## src/rtl/sr_latch_arbiter_if.sv

```systemverilog
// sr_latch_arbiter_if
//   Bundles the requester handshake and the latch drive/readback signals that
//   pass between client logic and the sr_latch_arbiter.
//   Signals:
//     req_set / req_clr  level requests from the clients, one bit per requester
//     done               one-hot completion pulse, one bit per requester
//     ok / err           readback verdict, qualified by done
//     busy               arbiter is in the middle of an operation
//     s / r              drive to the latch set/reset inputs
//     q / qn             readback from the latch outputs
//   Modports:
//     master  client/latch side (drives requests and latch readback)
//     slave   arbiter side
interface sr_latch_arbiter_if #(
    parameter int NUM_REQ = 4
) ();
    logic [NUM_REQ-1:0] req_set;
    logic [NUM_REQ-1:0] req_clr;
    logic [NUM_REQ-1:0] done;
    logic               ok;
    logic               err;
    logic               busy;
    logic               s;
    logic               r;
    logic               q;
    logic               qn;

    modport master (
        output req_set, req_clr, q, qn,
        input  done, ok, err, busy, s, r
    );

    modport slave (
        input  req_set, req_clr, q, qn,
        output done, ok, err, busy, s, r
    );
endinterface

```

## src/rtl/sr_latch_arbiter.sv

```systemverilog
// sr_latch_arbiter
//   Shares one SR latch between NUM_REQ requesters. A valid request (exactly
//   one of req_set[i]/req_clr[i] high) is granted round-robin; the arbiter then
//   drives a PULSE_CYCLES-long pulse on s or r, waits GAP_CYCLES with both low,
//   reads q/qn back and reports done[i] together with ok or err.
//   s and r are decoded from the registered state and operation bit, so they
//   can never be high together, not even around reset.
//   Ports:
//     clk   rising-edge clock
//     rst   asynchronous active-high reset
//     bus   sr_latch_arbiter_if.slave: requests, done/ok/err/busy, s/r, q/qn
module sr_latch_arbiter #(
    parameter int NUM_REQ      = 4,
    parameter int PULSE_CYCLES = 2,
    parameter int GAP_CYCLES   = 1
) (
    input  logic                 clk,
    input  logic                 rst,
    sr_latch_arbiter_if.slave    bus
);
    localparam int  PW        = (NUM_REQ > 1) ? $clog2(NUM_REQ) : 1;
    localparam int  CNT_MAX   = (PULSE_CYCLES > GAP_CYCLES) ? PULSE_CYCLES : GAP_CYCLES;
    localparam int  CW        = (CNT_MAX > 0) ? $clog2(CNT_MAX + 1) : 1;
    localparam bit  HAS_GAP   = (GAP_CYCLES > 0);
    localparam logic [CW-1:0] PULSE_LOAD = CW'(PULSE_CYCLES - 1);
    localparam logic [CW-1:0] GAP_LOAD   = CW'((GAP_CYCLES > 0) ? GAP_CYCLES - 1 : 0);
    localparam logic [PW-1:0] LAST_IDX   = PW'(NUM_REQ - 1);

    typedef enum logic [1:0] {
        ST_IDLE  = 2'd0,
        ST_PULSE = 2'd1,
        ST_GAP   = 2'd2,
        ST_CHECK = 2'd3
    } state_t;

    state_t         state_q, state_d;
    logic [CW-1:0]  cnt_q,   cnt_d;
    logic [PW-1:0]  cur_q,   cur_d;
    logic           op_q,    op_d;
    logic [PW-1:0]  rr_ptr_q, rr_ptr_d;

    logic [NUM_REQ-1:0] valid;
    logic [PW:0]        cand_sum   [NUM_REQ];
    logic [PW-1:0]      cand_idx   [NUM_REQ];
    logic [NUM_REQ-1:0] cand_valid;
    logic               grant_found;
    logic [PW-1:0]      grant_idx;
    logic               readback_ok;
    logic               in_check;

    // Candidate gi is the requester gi positions after rr_ptr (wrapping), so
    // cand_valid is the request vector rotated to start at the pointer.
    genvar gi;
    generate
        for (gi = 0; gi < NUM_REQ; gi++) begin : g_cand
            assign valid[gi]      = bus.req_set[gi] ^ bus.req_clr[gi];
            assign cand_sum[gi]   = {1'b0, rr_ptr_q} + (PW + 1)'(gi);
            assign cand_idx[gi]   = (cand_sum[gi] >= (PW + 1)'(NUM_REQ))
                                  ? PW'(cand_sum[gi] - (PW + 1)'(NUM_REQ))
                                  : PW'(cand_sum[gi]);
            assign cand_valid[gi] = valid[cand_idx[gi]];
        end
    endgenerate

    // Scan from the far end so the candidate nearest the pointer wins.
    always_comb begin
        grant_found = 1'b0;
        grant_idx   = '0;
        for (int i = NUM_REQ - 1; i >= 0; i--) begin
            if (cand_valid[i]) begin
                grant_found = 1'b1;
                grant_idx   = cand_idx[i];
            end
        end
    end

    always_ff @(posedge clk or posedge rst) begin
        if (rst) begin
            state_q  <= ST_IDLE;
            cnt_q    <= '0;
            cur_q    <= '0;
            op_q     <= 1'b0;
            rr_ptr_q <= '0;
        end else begin
            state_q  <= state_d;
            cnt_q    <= cnt_d;
            cur_q    <= cur_d;
            op_q     <= op_d;
            rr_ptr_q <= rr_ptr_d;
        end
    end

    always_comb begin
        state_d  = state_q;
        cnt_d    = cnt_q;
        cur_d    = cur_q;
        op_d     = op_q;
        rr_ptr_d = rr_ptr_q;
        unique case (state_q)
            ST_IDLE: begin
                if (grant_found) begin
                    cur_d   = grant_idx;
                    op_d    = bus.req_set[grant_idx];
                    cnt_d   = PULSE_LOAD;
                    state_d = ST_PULSE;
                end
            end
            ST_PULSE: begin
                if (cnt_q == '0) begin
                    if (HAS_GAP) begin
                        cnt_d   = GAP_LOAD;
                        state_d = ST_GAP;
                    end else begin
                        state_d = ST_CHECK;
                    end
                end else begin
                    cnt_d = cnt_q - 1'b1;
                end
            end
            ST_GAP: begin
                if (cnt_q == '0) begin
                    state_d = ST_CHECK;
                end else begin
                    cnt_d = cnt_q - 1'b1;
                end
            end
            ST_CHECK: begin
                // The serviced requester drops to lowest priority next round.
                rr_ptr_d = (cur_q == LAST_IDX) ? '0 : cur_q + 1'b1;
                state_d  = ST_IDLE;
            end
            default: begin
                state_d = ST_IDLE;
            end
        endcase
    end

    assign in_check    = (state_q == ST_CHECK);
    assign readback_ok = op_q ? ( bus.q && !bus.qn)
                              : (!bus.q &&  bus.qn);

    generate
        for (gi = 0; gi < NUM_REQ; gi++) begin : g_done
            assign bus.done[gi] = in_check && (cur_q == PW'(gi));
        end
    endgenerate

    assign bus.s    = (state_q == ST_PULSE) &&  op_q;
    assign bus.r    = (state_q == ST_PULSE) && !op_q;
    assign bus.ok   = in_check &&  readback_ok;
    assign bus.err  = in_check && !readback_ok;
    assign bus.busy = (state_q != ST_IDLE);

endmodule

```

## src/flat_wrapper.sv

```systemverilog
// flat-port wrapper written by rule: the top's interface ports become plain ports
module sr_latch_arbiter_flat 
#(
    parameter int NUM_REQ      = 4,
    parameter int PULSE_CYCLES = 2,
    parameter int GAP_CYCLES   = 1
)
  (clk, rst, bus_req_set, bus_req_clr, bus_q, bus_qn, bus_done, bus_ok, bus_err, bus_busy, bus_s, bus_r);
  sr_latch_arbiter_if #(.NUM_REQ(NUM_REQ)) bus_i ();
  input  logic clk;
  input  logic rst;
  input wire logic [$bits(bus_i.req_set)-1:0] bus_req_set;
  input wire logic [$bits(bus_i.req_clr)-1:0] bus_req_clr;
  input wire logic [$bits(bus_i.q)-1:0] bus_q;
  input wire logic [$bits(bus_i.qn)-1:0] bus_qn;
  output wire logic [$bits(bus_i.done)-1:0] bus_done;
  output wire logic [$bits(bus_i.ok)-1:0] bus_ok;
  output wire logic [$bits(bus_i.err)-1:0] bus_err;
  output wire logic [$bits(bus_i.busy)-1:0] bus_busy;
  output wire logic [$bits(bus_i.s)-1:0] bus_s;
  output wire logic [$bits(bus_i.r)-1:0] bus_r;
  assign bus_i.req_set = bus_req_set;
  assign bus_i.req_clr = bus_req_clr;
  assign bus_i.q = bus_q;
  assign bus_i.qn = bus_qn;
  assign bus_done = bus_i.done;
  assign bus_ok = bus_i.ok;
  assign bus_err = bus_i.err;
  assign bus_busy = bus_i.busy;
  assign bus_s = bus_i.s;
  assign bus_r = bus_i.r;
  sr_latch_arbiter #(.NUM_REQ(NUM_REQ), .PULSE_CYCLES(PULSE_CYCLES), .GAP_CYCLES(GAP_CYCLES)) u_core (.clk(clk), .rst(rst), .bus(bus_i));
endmodule
```

## config.mk

```make
export PLATFORM = sky130hd
export DESIGN_NAME = sr_latch_arbiter_flat
export DESIGN_NICKNAME = d
export VERILOG_FILES = /design/src/rtl/sr_latch_arbiter_if.sv /design/src/rtl/sr_latch_arbiter.sv /design/src/flat_wrapper.sv
export SDC_FILE = /design/constraint.sdc
export NUM_CORES = 1
export LEC_CHECK = 0
export ABC_CLOCK_PERIOD_IN_PS = 1500
export BUFFER_PORTS_ARGS = -buffer_cell sky130_fd_sc_hd__buf_2
export CAP_MARGIN = 10
export CELL_PAD_IN_SITES_DETAIL_PLACEMENT = 0
export CELL_PAD_IN_SITES_GLOBAL_PLACEMENT = 1
export CORE_AREA = 3 3 52 54
export DETAILED_ROUTE_END_ITERATION = 10
export DIE_AREA = 0 0 55 57
export PLACE_DENSITY = 0.75
export SYNTH_ARGS = -nofsm -noshare
export SYNTH_HDL_FRONTEND = slang
export SYNTH_SLANG_ARGS = --single-unit
```

## constraint.sdc

```tcl
create_clock -name clk -period 1.5 [get_ports clk]
set_input_delay 0.15 -clock clk [delete_from_list [all_inputs] [get_ports clk]]
set_output_delay 0.15 -clock clk [all_outputs]
set_load 0.005 [all_outputs]
```

==> impl_metrics.sql <==
INSERT INTO impl_metrics (metric_group, metric, value, unit) VALUES
('outcome', 'outcome', 'completed', ''),
('setup_path', 'worst_ep_required_time', '1.35', 'ns'),
('finish', 'num_antenna_cells', '0', ''),
('global_route', 'grt_antenna_before_repair', '0', ''),
('setup_path', 'critPathLaunch', 'u_core.op_q', ''),
('setup_path', 'crit_slowest_cell', 'dfrtp_1', ''),
('clocking', 'tritoncts', 'built', ''),
('global_route', 'busiest_grt_layer', 'met2', ''),
('clocking', 'cts_buffers', '3', ''),
('clocking', 'cts-root-to-sink-buffers', '2', ''),
('logic_synthesis', 'post_synth_main_area_contributors', 'dfrtp_1 26%, ha_1 17%, nand2_1 4.8%', ''),
('setup_path', 'timing.critical_path.slowest_cell_delay', '0.40', 'ns'),
('floorplan', 'die_width', '55', 'um'),
('setup_path', 'reg2reg_from', 'u_core.state_q[0]', ''),
('global_route', 'global_route.usage.met1', '18.09', '%'),
('setup_path', 'r2r.worst_path.cells', '6', ''),
('finish', 'layout.cells.non_filler', '161', ''),
('placement', 'hpwlAfterDp', '1563', 'um'),
('logic_synthesis', 'mappedNetlistNets', '122', ''),
('clocking', 'cts.sink_count', '9', ''),
('setup_path', 'timing.critical_path.cells', 'or3b_4, and3_4, buf_6', ''),
('sta', 'timing.final.max_slew_violations', '0', ''),
('global_route', 'grt_pass1_wl', '3132', 'um'),
('floorplan', 'fp.coreArea', '2255', 'um^2'),
('floorplan', 'placementRows', '17', ''),
('floorplan', 'floorplan.initialDensity', '38.46', '%'),
('sta', 'report.final.setup_viol', '0', ''),
('min_path', 'hold-path-cell-count', '3', ''),
('floorplan', 'floorplan.io_pins', '21', ''),
('sta', 'slew-limit-headroom', '75.33', '%'),
('power', 'power.total', '0.001960', 'W'),
('finish', 'syn_to_final_growth', '31.02', '%'),
('global_route', 'grt_overflow', '0', ''),
('logic_synthesis', 'ys_async_sr_fraction', '100.0', '%'),
('power', 'power_leakage', '0.5585', 'nW'),
('logic_synthesis', 'syn_area', '867.1', 'um^2'),
('floorplan', 'die_h', '57', 'um'),
('logic_synthesis', 'yosys_warnings', '0', ''),
('floorplan', 'die-area', '3135', 'um^2'),
('logic_synthesis', 'synth_top_cells_by_count', '12 x ha_1, 11 x nand2_1, 10 x inv_1', ''),
('logic_synthesis', 'synth_largest_type_area_fraction', '25.97', '%'),
('sta', 'grt_setup_unrepaired', 'yes', ''),
('logic_synthesis', 'synth.lib_cells_used.distinct', '35', ''),
('sta', 'worst_clock_skew', '0.005478', 'ns'),
('sta', 'worst-slew-pin-transition', '0.3696', 'ns'),
('detailed_routing', 'first_pass_iters', '4', ''),
('finish', 'final_layout_size_suffix_gt1_share', '35.34', '%'),
('setup_path', 'reg2reg_to', 'u_core.op_q', ''),
('logic_synthesis', 'synth_top_flop_cell', 'dfrtp_1', ''),
('clocking', 'clk_root_buffer_cell', 'clkbuf_4', ''),
('finish', 'design_area', '1136', 'um^2'),
('setup_path', 'timing.critical_path.to', 'bus_err', ''),
('logic_synthesis', 'synth_seq_area_share', '25.97', '%'),
('finish', 'post-route-util', '50.39', '%'),
('sta', 'highest_clock_frequency_the_design_can_meet', '669.7', 'MHz'),
('global_route', 'gr-usage-met2', '21.11', '%'),
('setup_path', 'critical_path_class', 'register to primary output', ''),
('detailed_routing', 'post-route-drc-count', '0', ''),
('detailed_routing', 'route.vias.total', '799', ''),
('placement', 'placedInstanceArea', '1066', 'um^2'),
('global_route', 'gr-usage-met3', '1.567', '%'),
('clocking', 'clkLatencyLatePin', '0.26', 'ns'),
('clocking', 'clock_slew_at_the_register_clock_pins_of_the_worst_setup_and_hold_paths', '0.07', 'ns'),
('power', 'pwr_cell_area', '1725', 'nW/um^2'),
('placement', 'gp_congestion', '0.7567', ''),
('detailed_routing', 'drtIter0Drc', '12', ''),
('sta', 'timing.final.crit_period', '1.493', 'ns'),
('global_route', 'grt_start_max_net_pins', '11', ''),
('setup_path', 'path_max_fanout', '2', ''),
('finish', 'finish.net_count', '158', ''),
('logic_synthesis', 'synth.largest_area_cell', 'dfrtp_1', '');
[per-layer routing]
layer / wire (um) / vias up
met4: 27 / 0
li1: - / 411
met3: 88 / 2
met2: 902 / 18
met1: 884 / 368
met5: 0 / -
[cells in the final DEF (no fill, tap or decap), types with 3 or more instances in the layout]
cell	count
buf_4	11
a21oi_1	4
dfrtp_1	8
o21ai_0	6
buf_2	19
nor2_1	7
nand2_1	11
clkbuf_4	3
inv_1	9
and2_1	5
ha_1	11
[where the power goes]
group | switching (W) | internal (W)
clock | 0.0000941 | 0.000103
combinational | 0.000623 | 0.000641
sequential | 0.000127 | 0.000373
total | 0.000843 | 0.00112
[state kept, by name, indices dropped and copies added, names as in the netlist]
| name | flops |
|---|---|
| u_core.rr_ptr_q | 2 |
| u_core.cur_q | 2 |
| u_core.cnt_q | 2 |
| u_core.op_q | 1 |
| u_core.state_q | 2 |
[what timing repair did]
| item | CTS | global route |
|---|---|---|
| setup endpoints to repair | 2 | 12 |
| setup buffers | 1 | 1 |
| gates resized for setup | 3 | 5 |
| pin swaps | 1 | 0 |
| hold buffers | 1 | 0 |
| hold endpoints to repair | 9 | 0 |
[cell type report]
cell class                      count  area [um^2]
Clock buffer                        4        26.28
Fill cell                         231         1119
Inverter                           10        37.54
Multi-Input combinational cell     78        611.8
Sequential cell                     9        226.5
Tap cell                           28        35.03
Timing Repair Buffer               32        198.9
[worst max-delay path, delay by kind of cell, from the launching register on]
family | cells | cell delay (ns)
AND/OR/NAND/NOR | 2 | 0.57
flip-flops | 1 | 0.40
buffers and inverters | 1 | 0.11
[metrics by stage]
| step | setup slack, ns | hold slack [ns] |
|---|---|---|
| after floorplan | 0.1473 | -0.02208 |
| after global placement | -0.02920 | 0.1452 |
| after detailed placement | -0.01955 | 0.1450 |
| after CTS | -0.005069 | 0.2763 |
| after global routing | -0.05693 | 0.3081 |
| final | 0.006794 | 0.2688 |
[worst min-delay path by stage]
stage | end | from | slack (ns)
floorplan | u_core.cnt_q[0] | rst | -0.02
global placement | u_core.cur_q[1] | rst | 0.15
detailed placement | u_core.cnt_q[0] | rst | 0.15
CTS | u_core.op_q | bus_req_set[0] | 0.28
global route | u_core.op_q | bus_req_set[1] | 0.31
finish | u_core.op_q | bus_req_set[0] | 0.27
[cell families after synthesis]
kind of cell | count (synthesis) | share of synthesized area [%]
mux | 2 | 2.453
simple gates | 37 | 24.53
buf+inv | 11 | 4.762
compound gates | 21 | 17.17
fa+ha+maj | 12 | 17.32
xor+xnor | 6 | 7.793
flops | 9 | 25.97
Power figures use the tool's default switching activity.
